File: config.mk
export PLATFORM = sky130hd
export DESIGN_NAME = tank_motion_ctrl_flat
export DESIGN_NICKNAME = d
export VERILOG_FILES = /design/src/rtl/tank_motion_ctrl_pkg.sv /design/src/rtl/tank_motion_ctrl_if.sv /design/src/rtl/tank_motion_ctrl_step.sv /design/src/rtl/tank_motion_ctrl.sv /design/src/flat_wrapper.sv
export SDC_FILE = /design/constraint.sdc
export NUM_CORES = 1
export LEC_CHECK = 0
export CAP_MARGIN = 25
export CELL_PAD_IN_SITES_DETAIL_PLACEMENT = 0
export CELL_PAD_IN_SITES_GLOBAL_PLACEMENT = 1
export CORE_ASPECT_RATIO = 0.7
export CORE_MARGIN = 2
export CORE_UTILIZATION = 41
export CTS_CLUSTER_DIAMETER = 120
export DETAILED_ROUTE_END_ITERATION = 10
export HOLD_SLACK_MARGIN = 0.1
export PLACE_DENSITY_LB_ADDON = 0.15
export REMOVE_ABC_BUFFERS = 1
export SLEW_MARGIN = 10
export SYNTH_ARGS = -nofsm -noshare
export SYNTH_HDL_FRONTEND = slang
export SYNTH_SLANG_ARGS = --single-unit
File: constraint.sdc
create_clock -name Clk -period 5.7 [get_ports Clk]
set_input_delay 0.57 -clock Clk [delete_from_list [all_inputs] [get_ports Clk]]
set_output_delay 0.57 -clock Clk [all_outputs]
set_load 0.01 [all_outputs]
File: src/rtl/tank_motion_ctrl_pkg.sv
// Shared types and constants for the tank motion/fire controller.
// Key defaults match a W/A/S/D/Space player and an arrows/Enter player.
package tank_motion_ctrl_pkg;

    typedef enum logic [2:0] {
        DIR_N,
        DIR_NE,
        DIR_E,
        DIR_SE,
        DIR_S,
        DIR_SW,
        DIR_W,
        DIR_NW
    } dir_t;

    typedef struct packed {
        logic [7:0] up;
        logic [7:0] left;
        logic [7:0] down;
        logic [7:0] right;
        logic [7:0] fire;
    } key_map_t;

    typedef enum logic [1:0] {
        IDLE,
        SCAN,
        DONE
    } fsm_t;

    localparam logic [7:0] KEY_NONE = 8'h00;

    localparam key_map_t KEYS_TANK0 = '{
        up: 8'h1A, left: 8'h04, down: 8'h16,
        right: 8'h07, fire: 8'h2C
    };

    localparam key_map_t KEYS_TANK1 = '{
        up: 8'h52, left: 8'h50, down: 8'h51,
        right: 8'h4F, fire: 8'h28
    };

    function automatic logic key_hit(
        input logic [7:0]  code,
        input logic [31:0] kc
    );
        return (code != KEY_NONE) &&
               ((code == kc[7:0])   ||
                (code == kc[15:8])  ||
                (code == kc[23:16]) ||
                (code == kc[31:24]));
    endfunction

    function automatic int start_x(
        input int i,
        input int n,
        input int lo,
        input int hi
    );
        return lo + (i + 1) * (hi - lo) / (n + 1);
    endfunction

endpackage

File: src/rtl/tank_motion_ctrl_if.sv
// Keycode/key-map inputs and per-tank state outputs of the controller.
// The controller is the slave; the keycode source and renderers are the master.
interface tank_motion_ctrl_if #(
    parameter int N_TANKS = 2,
    parameter int COORD_W = 10
);
    logic [31:0]            keycode;
    logic [N_TANKS*40-1:0]  key_map;
    logic [N_TANKS*COORD_W-1:0] tank_x;
    logic [N_TANKS*COORD_W-1:0] tank_y;
    logic [N_TANKS*3-1:0]   tank_dir;
    logic [N_TANKS-1:0]     fire_pulse;
    logic                   frame_done;

    modport master (
        output keycode,
        output key_map,
        input  tank_x,
        input  tank_y,
        input  tank_dir,
        input  fire_pulse,
        input  frame_done
    );

    modport slave (
        input  keycode,
        input  key_map,
        output tank_x,
        output tank_y,
        output tank_dir,
        output fire_pulse,
        output frame_done
    );
endinterface

File: src/rtl/tank_motion_ctrl_step.sv
// One-tank datapath: key decode, heading, clamped move and fire cooldown.
// Purely combinational; the controller time-shares it across tanks.
module tank_step
    import tank_motion_ctrl_pkg::*;
#(
    parameter int COORD_W       = 10,
    parameter int X_MIN         = 0,
    parameter int X_MAX         = 639,
    parameter int Y_MIN         = 0,
    parameter int Y_MAX         = 479,
    parameter int TANK_HALF     = 4,
    parameter int STEP          = 1,
    parameter int FIRE_COOLDOWN = 30
) (
    input  logic [31:0]        kc,
    input  key_map_t           keys,
    input  logic [COORD_W-1:0] x,
    input  logic [COORD_W-1:0] y,
    input  dir_t               dir,
    input  logic [7:0]         cd,
    output logic [COORD_W-1:0] x_n,
    output logic [COORD_W-1:0] y_n,
    output dir_t               dir_n,
    output logic [7:0]         cd_n,
    output logic               fire
);

    localparam int SW = COORD_W + 2;
    localparam logic signed [SW-1:0] XLO = SW'(X_MIN + TANK_HALF);
    localparam logic signed [SW-1:0] XHI = SW'(X_MAX - TANK_HALF);
    localparam logic signed [SW-1:0] YLO = SW'(Y_MIN + TANK_HALF);
    localparam logic signed [SW-1:0] YHI = SW'(Y_MAX - TANK_HALF);
    localparam logic signed [SW-1:0] STEP_S = SW'(STEP);

    function automatic logic [COORD_W-1:0] clamp(
        input logic signed [SW-1:0] v,
        input logic signed [SW-1:0] lo,
        input logic signed [SW-1:0] hi
    );
        logic signed [SW-1:0] r;
        r = v;
        if (v < lo) r = lo;
        else if (v > hi) r = hi;
        return r[COORD_W-1:0];
    endfunction

    logic k_up, k_lf, k_dn, k_rt, k_fire;
    logic mv_n, mv_s, mv_e, mv_w;
    logic signed [SW-1:0] dx, dy, sx, sy;

    assign k_up   = key_hit(keys.up, kc);
    assign k_lf   = key_hit(keys.left, kc);
    assign k_dn   = key_hit(keys.down, kc);
    assign k_rt   = key_hit(keys.right, kc);
    assign k_fire = key_hit(keys.fire, kc);

    // Opposing keys cancel on their axis.
    assign mv_n = k_up & ~k_dn;
    assign mv_s = k_dn & ~k_up;
    assign mv_e = k_rt & ~k_lf;
    assign mv_w = k_lf & ~k_rt;

    always_comb begin
        dx = '0;
        dy = '0;
        if (mv_e) dx = STEP_S;
        else if (mv_w) dx = -STEP_S;
        if (mv_s) dy = STEP_S;
        else if (mv_n) dy = -STEP_S;
        sx = $signed({2'b00, x}) + dx;
        sy = $signed({2'b00, y}) + dy;
        x_n = clamp(sx, XLO, XHI);
        y_n = clamp(sy, YLO, YHI);
    end

    always_comb begin
        dir_n = dir;
        unique case (1'b1)
            mv_n & ~mv_e & ~mv_w: dir_n = DIR_N;
            mv_n & mv_e:          dir_n = DIR_NE;
            mv_e & ~mv_n & ~mv_s: dir_n = DIR_E;
            mv_s & mv_e:          dir_n = DIR_SE;
            mv_s & ~mv_e & ~mv_w: dir_n = DIR_S;
            mv_s & mv_w:          dir_n = DIR_SW;
            mv_w & ~mv_n & ~mv_s: dir_n = DIR_W;
            mv_n & mv_w:          dir_n = DIR_NW;
            default:              dir_n = dir;
        endcase
    end

    always_comb begin
        fire = k_fire && (cd == 8'd0);
        cd_n = cd;
        if (fire) cd_n = 8'(FIRE_COOLDOWN);
        else if (cd != 8'd0) cd_n = cd - 8'd1;
    end

endmodule

File: src/rtl/tank_motion_ctrl.sv
// N-tank motion/fire controller on the frame tick.
// A serial IDLE/SCAN/DONE walk feeds one tank_step per cycle.
module tank_motion_ctrl
    import tank_motion_ctrl_pkg::*;
#(
    parameter int N_TANKS       = 2,
    parameter int COORD_W       = 10,
    parameter int X_MIN         = 0,
    parameter int X_MAX         = 639,
    parameter int Y_MIN         = 0,
    parameter int Y_MAX         = 479,
    parameter int TANK_HALF     = 4,
    parameter int STEP          = 1,
    parameter int FIRE_COOLDOWN = 30
) (
    input logic Clk,
    input logic Reset_n,
    input logic frame_clk,
    tank_motion_ctrl_if.slave bus
);

    localparam int IDX_W = (N_TANKS > 1) ? $clog2(N_TANKS) : 1;
    localparam logic [IDX_W-1:0] IDX_LAST = IDX_W'(N_TANKS - 1);
    localparam logic [COORD_W-1:0] Y_START = COORD_W'((Y_MIN + Y_MAX) / 2);

    logic sync1_q, sync2_q, edge_q, tick;
    fsm_t state_q, state_d;
    logic [IDX_W-1:0] idx_q, idx_d;
    logic pend_q, pend_d;
    logic [31:0] kc_q, kc_d;
    logic [COORD_W-1:0] x_q [N_TANKS];
    logic [COORD_W-1:0] x_d [N_TANKS];
    logic [COORD_W-1:0] y_q [N_TANKS];
    logic [COORD_W-1:0] y_d [N_TANKS];
    dir_t dir_q [N_TANKS];
    dir_t dir_d [N_TANKS];
    logic [7:0] cd_q [N_TANKS];
    logic [7:0] cd_d [N_TANKS];
    logic [N_TANKS-1:0] fire_q, fire_d;
    logic done_q, done_d;

    key_map_t keys [N_TANKS];
    logic [COORD_W-1:0] st_x, st_y;
    dir_t st_dir;
    logic [7:0] st_cd;
    logic st_fire;

    assign tick = sync2_q & ~edge_q;

    for (genvar i = 0; i < N_TANKS; i++) begin : g_tank
        assign keys[i] = bus.key_map[i*40 +: 40];
        assign bus.tank_x[i*COORD_W +: COORD_W] = x_q[i];
        assign bus.tank_y[i*COORD_W +: COORD_W] = y_q[i];
        assign bus.tank_dir[i*3 +: 3] = dir_q[i];
    end

    assign bus.fire_pulse = fire_q;
    assign bus.frame_done = done_q;

    tank_step #(
        .COORD_W       (COORD_W),
        .X_MIN         (X_MIN),
        .X_MAX         (X_MAX),
        .Y_MIN         (Y_MIN),
        .Y_MAX         (Y_MAX),
        .TANK_HALF     (TANK_HALF),
        .STEP          (STEP),
        .FIRE_COOLDOWN (FIRE_COOLDOWN)
    ) u_step (
        .kc    (kc_q),
        .keys  (keys[idx_q]),
        .x     (x_q[idx_q]),
        .y     (y_q[idx_q]),
        .dir   (dir_q[idx_q]),
        .cd    (cd_q[idx_q]),
        .x_n   (st_x),
        .y_n   (st_y),
        .dir_n (st_dir),
        .cd_n  (st_cd),
        .fire  (st_fire)
    );

    always_comb begin
        state_d = state_q;
        idx_d   = idx_q;
        pend_d  = pend_q;
        kc_d    = kc_q;
        x_d     = x_q;
        y_d     = y_q;
        dir_d   = dir_q;
        cd_d    = cd_q;
        fire_d  = '0;
        done_d  = 1'b0;
        unique case (state_q)
            IDLE: begin
                if (tick || pend_q) begin
                    state_d = SCAN;
                    idx_d   = '0;
                    pend_d  = 1'b0;
                    kc_d    = bus.keycode;
                end
            end
            SCAN: begin
                if (tick) pend_d = 1'b1;
                x_d[idx_q]    = st_x;
                y_d[idx_q]    = st_y;
                dir_d[idx_q]  = st_dir;
                cd_d[idx_q]   = st_cd;
                fire_d[idx_q] = st_fire;
                if (idx_q == IDX_LAST) state_d = DONE;
                else idx_d = idx_q + 1'b1;
            end
            DONE: begin
                if (tick) pend_d = 1'b1;
                done_d  = 1'b1;
                state_d = IDLE;
            end
            default: state_d = IDLE;
        endcase
    end

    // Reset discards any half-finished frame along with all tank state.
    always_ff @(posedge Clk or negedge Reset_n) begin
        if (!Reset_n) begin
            sync1_q <= 1'b0;
            sync2_q <= 1'b0;
            edge_q  <= 1'b0;
            state_q <= IDLE;
            idx_q   <= '0;
            pend_q  <= 1'b0;
            kc_q    <= '0;
            fire_q  <= '0;
            done_q  <= 1'b0;
            for (int i = 0; i < N_TANKS; i++) begin
                x_q[i]   <= COORD_W'(start_x(i, N_TANKS, X_MIN, X_MAX));
                y_q[i]   <= Y_START;
                dir_q[i] <= DIR_N;
                cd_q[i]  <= 8'd0;
            end
        end else begin
            sync1_q <= frame_clk;
            sync2_q <= sync1_q;
            edge_q  <= sync2_q;
            state_q <= state_d;
            idx_q   <= idx_d;
            pend_q  <= pend_d;
            kc_q    <= kc_d;
            fire_q  <= fire_d;
            done_q  <= done_d;
            x_q     <= x_d;
            y_q     <= y_d;
            dir_q   <= dir_d;
            cd_q    <= cd_d;
        end
    end

endmodule

File: src/flat_wrapper.sv
// flat-port wrapper written by rule: the top's interface ports become plain ports
module tank_motion_ctrl_flat import tank_motion_ctrl_pkg::*;
#(
    parameter int N_TANKS       = 2,
    parameter int COORD_W       = 10,
    parameter int X_MIN         = 0,
    parameter int X_MAX         = 639,
    parameter int Y_MIN         = 0,
    parameter int Y_MAX         = 479,
    parameter int TANK_HALF     = 4,
    parameter int STEP          = 1,
    parameter int FIRE_COOLDOWN = 30
)
  (Clk, Reset_n, frame_clk, bus_keycode, bus_key_map, bus_tank_x, bus_tank_y, bus_tank_dir, bus_fire_pulse, bus_frame_done);
  tank_motion_ctrl_if #(.N_TANKS(N_TANKS), .COORD_W(COORD_W)) bus_i ();
  input logic Clk;
  input logic Reset_n;
  input logic frame_clk;
  input wire logic [$bits(bus_i.keycode)-1:0] bus_keycode;
  input wire logic [$bits(bus_i.key_map)-1:0] bus_key_map;
  output wire logic [$bits(bus_i.tank_x)-1:0] bus_tank_x;
  output wire logic [$bits(bus_i.tank_y)-1:0] bus_tank_y;
  output wire logic [$bits(bus_i.tank_dir)-1:0] bus_tank_dir;
  output wire logic [$bits(bus_i.fire_pulse)-1:0] bus_fire_pulse;
  output wire logic [$bits(bus_i.frame_done)-1:0] bus_frame_done;
  assign bus_i.keycode = bus_keycode;
  assign bus_i.key_map = bus_key_map;
  assign bus_tank_x = bus_i.tank_x;
  assign bus_tank_y = bus_i.tank_y;
  assign bus_tank_dir = bus_i.tank_dir;
  assign bus_fire_pulse = bus_i.fire_pulse;
  assign bus_frame_done = bus_i.frame_done;
  tank_motion_ctrl #(.N_TANKS(N_TANKS), .COORD_W(COORD_W), .X_MIN(X_MIN), .X_MAX(X_MAX), .Y_MIN(Y_MIN), .Y_MAX(Y_MAX), .TANK_HALF(TANK_HALF), .STEP(STEP), .FIRE_COOLDOWN(FIRE_COOLDOWN)) u_core (.Clk(Clk), .Reset_n(Reset_n), .frame_clk(frame_clk), .bus(bus_i));
endmodule
# Word level (Yosys, flattened, before mapping)
# Cells that the tools add are included.
# W data, S select, Z words.
op_classes:
  addsub: 4
  n_lt_le_gt_ge: 8
  n_eq_ne: 25
  n_mux: 48
  bitwise_logic: 28
  reduce_logical: 39
ops:
  columns: ["operator", "count"]
  rows:
  - ["$eq A8 B8 Y1", 20]
  - ["$mux W40", 3]
  - ["$mux W10", 11]
  - ["$mux W12", 4]
  - ["$mux W8", 6]
  - ["$reduce_bool A8 Y1", 6]
  - ["$bwmux W20", 2]
  - ["$add A11 B12 Y12", 2]
  - ["$lt A12 B4 Y1 const B", 2]
  - ["$pmux W3 S8", 1]
  - ["$and A1 B1 Y1", 17]
  - ["$bwmux W16", 1]
  - ["$logic_or A1 B1 Y1", 16]
  - ["$gt A12 B10 Y1 const B", 1]
  - ["$gt A12 B11 Y1 const B", 1]
  - ["$mux W3", 4]
  - ["$demux W10 S1", 1]
  - ["$not A1 Y1", 9]
  - ["$demux W8 S1", 1]
  - ["$logic_and A1 B1 Y1", 8]
  - ["$logic_not A8 Y1", 1]
  - ["$sub A8 B1 Y8 const B", 1]
  - ["$bwmux W6", 1]
  - ["$mux W2", 3]
  - ["other kinds (20)", 30]
word_totals:
  register_bits: 104
  input_bits: 115
  elab_cells: 169

# Logic depth before layout (Yosys ltp)
# Gate-level depths: netlist of the first run.
depth:
  ltp_word: 18
  ltp_mapped: 22

# Hierarchy
# Synthesis of the first run repeated with hierarchy kept, for this count alone.
unflattened:
  cells_unflattened: 864
  area_unflattened_um2: 8720.9
by_module_without_submodules:
  columns: ["mod", "n_inst", "cells_each", "area_each_um2", "seq_area_each_um2"]
  rows:
  - ["tank_motion_ctrl", 1, 311, 4931.0, 2632.5]
  - ["tank_step", 1, 553, 3789.9, 0.0]

# Worst setup path after synthesis of the first run
# OpenSTA, ideal clock, no wires.
synth_timing:
  path_type: "reg-to-reg"
  start: "reg u_core.idx_q"
  end: "reg u_core.x_q, in the netlist u_core.bus.tank_x[12]"
  setup_ps: 123
  arrival_time_ps: 4881
  setup_slack_ps: 696
  stages_incl_launch_ff: 22
  path_buffers: 4
  period_less_slack_ps: 5004
  cell_sequence: "dfrtp_1 -> buf_6 -> buf_4 -> buf_2 -> mux2i_1 -> xor2_1 -> nand4_1 -> nor4_1 -> a21oi_1 -> nand2_1 -> o21ai_0 -> ha_1 -> ha_1 -> clkbuf_1 -> nand3b_1 -> mux2_4 -> a211oi_2 -> o2111ai_2 -> and4_1 -> a211oi_4 -> nand3_1 -> o221a_2"
synth_between:
  elab_chain_cells: 18
  elab_cells_between_ends: 42
  classes_between: "add/sub (1); order compare (4); eq/ne (8); mux (13); bitwise (5); reduce/logical (11)"
synth_lines:
  columns: ["element", "line", "rtl"]
  rows:
  - ["start: declaration", "tank_motion_ctrl.sv:28", "logic [IDX_W-1:0] idx_q, idx_d;"]
  - ["start signal: assignment", "tank_motion_ctrl.sv:145", "idx_q <= idx_d;"]
  - ["$not A1 Y2 (not written as such) (*)", "tank_motion_ctrl.sv:71, tank_motion_ctrl.sv:72, tank_motion_ctrl.sv:105", null]
  - ["$mux W40 (not written as such) (3 in a row)", "tank_motion_ctrl.sv:71", ".keys (keys[idx_q]),"]
  - ["$eq A8 B8 Y1, on equally long branches", "tank_motion_ctrl_pkg.sv:47, tank_motion_ctrl_pkg.sv:48", null]
  - ["$logic_or A1 B1 Y1", "tank_motion_ctrl_pkg.sv:47", "((code == kc[7:0]) ||"]
  - ["$logic_or A1 B1 Y1", "tank_motion_ctrl_pkg.sv:48", "(code == kc[15:8]) ||"]
  - ["$logic_or A1 B1 Y1", "tank_motion_ctrl_pkg.sv:49", "(code == kc[23:16]) ||"]
  - ["$logic_and A1 B1 Y1", "tank_motion_ctrl_pkg.sv:46", "return (code != KEY_NONE) &&"]
  - ["$not A1 Y1", "tank_motion_ctrl_step.sv:61", "assign mv_w = k_lf & ~k_rt;"]
  - ["$and A1 B1 Y1", "tank_motion_ctrl_step.sv:61", null]
  - ["$mux W12", "tank_motion_ctrl_step.sv:67", "else if (mv_w) dx = -STEP_S;"]
  - ["$mux W12", "tank_motion_ctrl_step.sv:66", "if (mv_e) dx = STEP_S;"]
  - ["$add A11 B12 Y12", "tank_motion_ctrl_step.sv:70", "sx = $signed({2'b00, x}) + dx;"]
  - ["$gt A12 B11 Y1", "tank_motion_ctrl_step.sv:43", "else if (v > hi) r = hi;"]
  - ["$mux W10", "tank_motion_ctrl_step.sv:43", null]
  - ["$mux W10", "tank_motion_ctrl_step.sv:42", "if (v < lo) r = lo;"]
  - ["$bwmux W20 (*)", "tank_motion_ctrl.sv:105", "x_d[idx_q] = st_x;"]
  - ["end signal: indexed assignment", "tank_motion_ctrl.sv:135", "x_q[i] <= COORD_W'(start_x(i, N_TANKS, X_MIN, X_MAX));"]
  - ["end: declaration", "tank_motion_ctrl.sv:31", "logic [COORD_W-1:0] x_q [N_TANKS];"]
# Mark *: on every way between the ends. The rest lies on a longest branch, timed or not. The select of a mux whose other input is x is not followed.
# A chain may end at the register's enable or synchronous reset.

# Worst setup path in the final report of the first run
layout_timing:
  start: "reg u_core.idx_q"
  end: "reg u_core.x_q, in the netlist u_core.bus.tank_x[18]"
# The elaborated chain is that of the path after synthesis.

==> impl_results.md, run 1 <==
* CTS resizes at 0
* Initial Util at 41.8%
* Final HPWL from detailed placement at slightly below 20000 µm
* RSZ-0062 raised after global routing: false
* Startpoint type of the worst setup path: flip-flop
* Clk buf depth at 2
* Cell type group with the largest total delay on the critical path: compound AO/OA/AOI/OAI gates
* Number of instances in the synthesized netlist at roughly 920
* Number of buffers added by the clock tree synthesis step at 9
* Worst-case setup margin in the final layout at 0.403 ns
* Period utilisation layout at 92.9%
* Remaining max-slew budget at the tightest pin at 35.9%
* Final std cell area, no fill at 11100 µm²
* First-pass iteration count of the detailed router at 5
* Synth area leaders: sky130_fd_sc_hd__dfrtp_1 23%, sky130_fd_sc_hd__xnor2_1 13%, sky130_fd_sc_hd__mux2_2 8.0%
* Net count of the finished layout at 1233
* Clock slew at reported path FFs at ~0.07 ns
* Power density relative to cell area at approximately 600 nW/µm²
* Final Hold Violating Endpoints at 0
* Post-synth cell types at 73
* TritonCTS clock tree: built
* WL per Instance at 19.4 µm
* Die Height at 126 µm
* Worst setup path category: reg2reg
* Fraction of layout instances using a drive strength above 1 at 17.5%
* First-pass GRT wire length at between 40000 and 50000 µm
* Max Transition Viols Final at 0
* Number of remaining DRC errors at 0
* Most area-hungry cell type in the Yosys netlist: sky130_fd_sc_hd__dfrtp_1
* Layout overhead on the synthesized area at 28.2%
* Fmax achieved at approximately 190 MHz
* Skew-Pair Late Insertion Delay at between 0.3 and 0.4 ns
* Maximum number of pins on one net before global-route repair at between 60 and 70
* Final-layout fill cell count at 1915
* Max-capacitance violation count at 0
* Min cycle time layout at 5.30 ns
* Max FO, Critical Path at 19
* Core footprint at 20800 µm²
* Yosys warning total at 0
* Critical Path Sink Type: flip-flop
* Synthesized cell area at 8680 µm²
* Std cell rows at 44
* Transition time of the tightest slew-check pin at 0.962 ns
* Number of buffer and inverter stages on the critical path at 3
* Syn avg cell area at about 9.4 µm²
* Minimum setup slack after placement at between 0.3 and 0.4 ns
* Grt ovf at 0
* Data arrival, critical path at between 5 and 6 ns
* Peak supply drop at 0.000281 V
* IO Port Bufs at 163
* Cell chain of the critical path: buf_16, mux2i_1, buf_4, xnor2_1, nor4_1, a21oi_1, nand2_1, o21ai_0, ha_1, buf_4, ha_1, nand3_1, o31ai_1, or2_4, nor4_1, a211o_1, or3_1, o21ai_1
* Number of diodes added for antenna fixing at 0
* Full die area at around 22000 µm²
* Worst min-delay path category: in2async
* Number of synthesized flops with an enable pin at 0
* Synthesis-stage register bit count at 104
* Clk_skew at 0.0110 ns
* Final RePlAce weighted congestion at 0.946
* Global-route total usage across every layer at 24.2%
* Sinks on Clock Net at approximately 100
* Async SR Flop Fraction at 100%
* Count of vias placed by the detailed router at 7428
* Post-synth top area share at between 20% and 30%
* Number of nets with antenna violations after detailed routing at 0
* Delay of the slowest cell on the worst path at 0.70 ns
* H-Tree Level Count at 3
* Placement-stage cell area at 10800 µm²
* Die width at about 180 µm
* Detailed Route WL at approximately 27000 µm
* Required time at the endpoint of the critical path at 5.99 ns
* Cell chosen for the clock root: sky130_fd_sc_hd__clkbuf_16
* # IOs at 164
* Average vias per placed instance at 5.44
* Status: finished, final reports clean
* Dominant synthesized flop cell: sky130_fd_sc_hd__dfrtp_1
* Library cell contributing the largest single delay on the critical path: sky130_fd_sc_hd__dfrtp_4
* Number of global-route vias before repair at 7274
* Portion of the post-synthesis area used by sequential elements at a little under a third
* First-iteration detailed-routing DRC count at 489
* Leakage power at 4.46 nW
* # setup viols final at 0
* Initial antenna violation count at 0
==> timing repair <==
item,in CTS,in global routing
hold buffers,0,0
setup endpoints to repair,0,19
buffers inserted,0,1
==> worst reg2reg max path, stage by stage (launching register included) <==
cell and delay, ns:
sky130_fd_sc_hd__dfrtp_4 0.70, sky130_fd_sc_hd__buf_16 0.23, sky130_fd_sc_hd__mux2i_1 0.42, sky130_fd_sc_hd__buf_4 0.21, sky130_fd_sc_hd__xnor2_1 0.06, sky130_fd_sc_hd__nor4_1 0.34
sky130_fd_sc_hd__a21oi_1 0.07, sky130_fd_sc_hd__nand2_1 0.06, sky130_fd_sc_hd__o21ai_0 0.18, sky130_fd_sc_hd__ha_1 0.38, sky130_fd_sc_hd__buf_4 0.24, sky130_fd_sc_hd__ha_1 0.33
sky130_fd_sc_hd__nand3_1 0.13, sky130_fd_sc_hd__o31ai_1 0.49, sky130_fd_sc_hd__or2_4 0.23, sky130_fd_sc_hd__nor4_1 0.05, sky130_fd_sc_hd__a211o_1 0.46, sky130_fd_sc_hd__or3_1 0.49
sky130_fd_sc_hd__o21ai_1 0.15
==> Yosys cell counts, types with 5 or more instances <==
cell and number:
sky130_fd_sc_hd__nand2_1 71, sky130_fd_sc_hd__nand3_1 13, sky130_fd_sc_hd__o31ai_1 8, sky130_fd_sc_hd__a21oi_1 44, sky130_fd_sc_hd__nand2b_1 8, sky130_fd_sc_hd__buf_2 7
sky130_fd_sc_hd__xnor2_1 127, sky130_fd_sc_hd__buf_1 34, sky130_fd_sc_hd__o21a_1 7, sky130_fd_sc_hd__nand4_1 20, sky130_fd_sc_hd__nor2b_1 5, sky130_fd_sc_hd__o21ai_0 41
sky130_fd_sc_hd__inv_1 22, sky130_fd_sc_hd__a31oi_1 6, sky130_fd_sc_hd__a211oi_1 7, sky130_fd_sc_hd__mux2i_1 51, sky130_fd_sc_hd__o21ai_1 5, sky130_fd_sc_hd__clkbuf_1 18
sky130_fd_sc_hd__nor4_1 37, sky130_fd_sc_hd__o211ai_1 11, sky130_fd_sc_hd__mux2_2 62, sky130_fd_sc_hd__dfstp_2 24, sky130_fd_sc_hd__ha_1 32, sky130_fd_sc_hd__xor2_1 52
sky130_fd_sc_hd__nor3_1 7, sky130_fd_sc_hd__dfrtp_1 80, sky130_fd_sc_hd__nor2_1 40, sky130_fd_sc_hd__o31a_1 6
==> sequential cells by signal, summed over array words and instances (netlist names) <==
| name | cells |
|---|---|
| u_core.kc_q | 32 |
| u_core.bus.tank_x | 20 |
| u_core.bus.tank_y | 20 |
| u_core.cd_q | 16 |
| u_core.bus.tank_dir | 6 |
| u_core.bus.fire_pulse | 2 |
| u_core.state_q | 2 |
| u_core.bus.frame_done | 1 |
| u_core.edge_q | 1 |
| u_core.idx_q | 1 |
| u_core.pend_q | 1 |
| u_core.sync1_q | 1 |
| u_core.sync2_q | 1 |
==> cells in the final DEF (no fill, tap or decap), drive strengths merged, types with 8 or more instances in the layout <==
cell	instances
nor2	40
dfrtp	80
a21oi	46
mux2i	52
nand3	13
a211oi	12
ha	32
nand2	71
nand4	20
mux2	64
xnor2	130
clkdlybuf4s50	162
xor2	52
nand2b	8
o21ai	46
inv	23
dfstp	24
o211ai	14
nor4	37
buf	51
o31ai	10
clkbuf	11
nor3	8
==> worst paths after layout <==
kind | startpoint | to | slack [ns] | cells after the start
hold reg to reg | u_core.sync1_q | u_core.sync2_q | 0.36 | 0
hold / removal | Reset_n | u_core.kc_q[7] | 0.29 | 1
max in group asynchronous | Reset_n | u_core.bus.tank_x[15] | 4.30 | 2
setup / recovery | u_core.idx_q | u_core.bus.tank_x[18] | 0.40 | 18
setup reg to reg | u_core.idx_q | u_core.bus.tank_x[18] | 0.40 | 18
min in group Clk | u_core.sync1_q | u_core.sync2_q | 0.36 | 0
==> layout make-up <==
type | instances | area (µm²) | area share, %
well taps | 276 | 345 | 3.10
inverters | 22 | 82.6 | 0.742
repair buffers | 213 | 2030 | 18.3
multi-input cells | 735 | 5710 | 51.3
clock buffers | 11 | 243 | 2.18
flip-flops and latches | 104 | 2640 | 23.7
clock inverters | 5 | 78.8 | 0.709
==> metrics by stage <==
| step | power, mW | setup TNS (ns) | cells | utilization [%] | hold slack (ns) |
|---|---|---|---|---|---|
| finish | 6.76 | 0 | 1366 | 53.6 | 0.290 |
| global route | 7.27 | 0 | 1366 | 53.6 | 0.355 |
| CTS | 6.72 | 0 | 1364 | 53.4 | 0.341 |
| detailed placement | 5.98 | 0 | 1348 | 51.9 | 0.345 |
| global placement | 6.00 | 0 | 1348 | 51.9 | 0.344 |
| floorplan | 4.57 | -38.70 | 861 | - | 0.274 |
==> cell families (layout without fill, tap and decap cells) <==
logic type	Yosys count	after routing	synth area share, %
buffers and inverters	84	251	3.91
AO/OA/AOI/OAI	178	178	14.5
flip-flops	104	104	30.3
multiplexers	116	116	14.5
XOR/XNOR	182	182	18.6
adder cells (fa/ha/maj)	33	33	4.84
AND/OR/NAND/NOR	226	226	13.2
==> report_power, final <==
part / leakage, nW / total [mW] / internal (mW) / switching [mW]
Sequential: 1.23 / 1.79 / 1.11 / 0.682
Combinational: 3.07 / 4.27 / 2.13 / 2.15
Clock: 0.160 / 0.692 / 0.398 / 0.294
==> per-layer routing <==
layer	vias up	global-route usage [%]	wire (µm)
li1	3613	-	-
met1	3562	38.2	13700
met2	227	33.4	10700
met3	26	4.59	1800
met4	0	5.64	367
met5	-	0	0
No activity file was read; power rests on OpenSTA's default activity.
==> run 2, diff against run 1 <==
CELL_PAD_IN_SITES_DETAIL_PLACEMENT = default   (was 0)
CELL_PAD_IN_SITES_GLOBAL_PLACEMENT = default   (was 1)
CORE_MARGIN = 5   (was 2)
CORE_UTILIZATION = 50   (was 41)
MAX_ROUTING_LAYER = met4   (was default)
==> impl_results.md, run 2 (synthesis gave the netlist of run 1 again) <==
* Clk_skew at 0.0129 ns
* First-pass GRT wire length at 40900 µm
* Sequential cell fraction of total power at a little over a quarter
* Remaining max-slew budget at the tightest pin at between 40 and 50%
* Initial antenna violation count at 0
* Power density relative to cell area at 607 nW/µm²
* Transition time of the tightest slew-check pin at 0.890 ns
* Startpoint type of the worst setup path: flip-flop
* Fmax achieved at 186 MHz
* Data arrival, critical path at around 5.6 ns
* Peak supply drop at 0.000336 V
* Detailed Route WL at 26000 µm
* Die Height at 120 µm
* Cell chosen for the clock root: sky130_fd_sc_hd__clkbuf_16
* Fraction of power consumed by the clock network at 9.7%
* Logic depth of the worst register-to-register path at 19
* Std cell rows at 40
* Final Hold Violating Endpoints at 0
* Worst min-delay path category: in2async
* Number of buffers added by the clock tree synthesis step at 9
* Required time at the endpoint of the critical path at between 5 and 6 ns
* Launch point of the critical path: u_core.idx_q
* Number of remaining DRC errors at 0
* Min cycle time layout at 5.39 ns
* Register cell area after layout at 2640 µm²
* Worst setup path category: reg2reg
* Sw power at approximately 3.1 mW
* Internal at 3.57 mW
* Net count of the finished layout at 1230
* IO Port Bufs at 163
* Die width at 167 µm
* First-pass iteration count of the detailed router at 5
* Slack of the worst reg-to-reg path at approximately 0.31 ns
* Clk buf depth at 2
* Terminus of the critical flop-to-flop path: u_core.bus.tank_x[16]
* Minimum setup slack after placement at about 0.23 ns
* Period utilisation layout at between 90% and 100%
* Footprint of the multi-input gates at approximately 5700 µm²
* Status: finished, final reports clean
* WL per Instance at 19.7 µm
* # IOs at 164
* Clock slew at reported path FFs at roughly 0.08 ns
* Grt ovf at 0
* Number of hold-repair buffers added at the cts stage at 0
* Total power after layout at 6.70 mW
* Most frequent cells in the layout: 162 x sky130_fd_sc_hd__clkdlybuf4s50_1, 127 x sky130_fd_sc_hd__xnor2_1, 79 x sky130_fd_sc_hd__dfrtp_1, 71 x sky130_fd_sc_hd__nand2_1, 62 x sky130_fd_sc_hd__mux2_2
* Count of vias placed by the detailed router at around 7600
* Final-layout fill cell count at 1454
* Number of nets with antenna violations after detailed routing at 0
* Skew-Pair Late Insertion Delay at 0.35 ns
* Number of global-route vias before repair at 7254
* TritonCTS clock tree: built
* Average vias per placed instance at 5.73
* Max-capacitance violation count at 0
* Power share of the combinational group at 63.7%
* Max reg flops at 32
* Reg-to-reg critical path startpoint: u_core.idx_q
* RSZ-0062 raised after global routing: false
* Number of diodes added for antenna fixing at 0
* Switching Share at 46.6%
* Most common cell after layout, fill and taps aside: sky130_fd_sc_hd__clkdlybuf4s50_1
* # setup viols final at 0
* Full die area at a little over 20000 µm²
* Fraction of layout instances using a drive strength above 1 at 17.5%
* Max FO, Critical Path at 12
* Initial Util at 50.7%
* End point of the critical path: u_core.bus.tank_x[16]
* Largest reg by FF count: u_core.kc_q
* Final HPWL from detailed placement at 19100 µm
* Maximum number of pins on one net before global-route repair at 70
* First-iteration detailed-routing DRC count at 602
* Layout overhead on the synthesized area at 27.2%
* Global-route total usage across every layer at about 26%
* Max Transition Viols Final at 0
* Sinks on Clock Net at 104
* H-Tree Level Count at 3
* Post-layout util at 64.5%
* Leakage power at 4.43 nW
* Worst-case setup margin in the final layout at 0.310 ns
* Critical Path Sink Type: flip-flop
* Final RePlAce weighted congestion at 0.964
* Core footprint at 17100 µm²
-- run 2: power by group through the flow --
stage               clock, mW  combinational [mW]  sequential (mW)
floorplan                   0                2.93             1.64
global placement            0                4.07             1.80
detailed placement          0                4.10             1.80
CTS                     0.664                4.13             1.79
global route            0.693                4.66             1.81
finish                  0.648                4.26             1.78
-- run 2: final cells by class --
| class | count | area share, % |
|---|---|---|
| well taps | 231 | 2.62 |
| flip-flops and latches | 104 | 23.9 |
| clock buffers | 9 | 2.04 |
| repair buffers | 210 | 18.3 |
| inverters | 22 | 0.748 |
| clock inverters | 7 | 0.714 |
| multi-input cells | 735 | 51.7 |
-- run 2: metrics by stage --
| stage | std cells | hold WS (ns) | setup TNS [ns] | instance area (µm²) |
|---|---|---|---|---|
| detailed placement | 1298 | 0.349 | 0 | 10700 |
| floorplan | 861 | 0.274 | -38.70 | 8420 |
| CTS | 1314 | 0.356 | 0 | 11000 |
| finish | 1318 | 0.324 | 0 | 11000 |
| global route | 1318 | 0.395 | 0 | 11000 |
| global placement | 1298 | 0.340 | 0 | 10700 |
-- run 2: repair_timing --
action | in CTS | in global routing
resized for setup | 0 | 1
setup buffers | 0 | 4
endpoints found under the setup margin | 0 | 24
-- run 2: critical path: stages (launching register included) --
cell and delay, ns:
sky130_fd_sc_hd__dfrtp_4 0.61, sky130_fd_sc_hd__buf_16 0.21, sky130_fd_sc_hd__mux2i_1 0.21, sky130_fd_sc_hd__buf_4 0.19, sky130_fd_sc_hd__xor2_1 0.14, sky130_fd_sc_hd__nand4_1 0.10, sky130_fd_sc_hd__nor4_1 0.29, sky130_fd_sc_hd__a21oi_1 0.07
sky130_fd_sc_hd__nand2_1 0.08, sky130_fd_sc_hd__o21a_1 0.24, sky130_fd_sc_hd__ha_1 0.46, sky130_fd_sc_hd__ha_2 0.38, sky130_fd_sc_hd__nand2_1 0.07, sky130_fd_sc_hd__o21ai_0 0.33, sky130_fd_sc_hd__a21oi_1 0.23, sky130_fd_sc_hd__and4_1 0.25
sky130_fd_sc_hd__nor3_2 0.46, sky130_fd_sc_hd__o211ai_2 0.27, sky130_fd_sc_hd__a2111oi_2 0.52, sky130_fd_sc_hd__o21ai_1 0.13
-- run 2: how the worst min path moves through the flow --
stage / depth (start not counted) / endpoint / startpoint
after floorplan: 0 / u_core.bus.fire_pulse[0] / Reset_n
after global placement: 0 / u_core.sync2_q / u_core.sync1_q
after detailed placement: 0 / u_core.sync2_q / u_core.sync1_q
after CTS: 1 / u_core.kc_q[6] / Reset_n
after global routing: 0 / u_core.sync2_q / u_core.sync1_q
final: 1 / u_core.kc_q[30] / Reset_n
-- run 2: per-layer routing --
metal | wire [µm] | up-vias | global-route usage (%)
li1 | - | 3599 | -
met1 | 12500 | 3614 | 38.6
met2 | 10600 | 313 | 36.5
met3 | 2590 | 25 | 7.29
met4 | 265 | 0 | 2.94
met5 | 0 | - | -
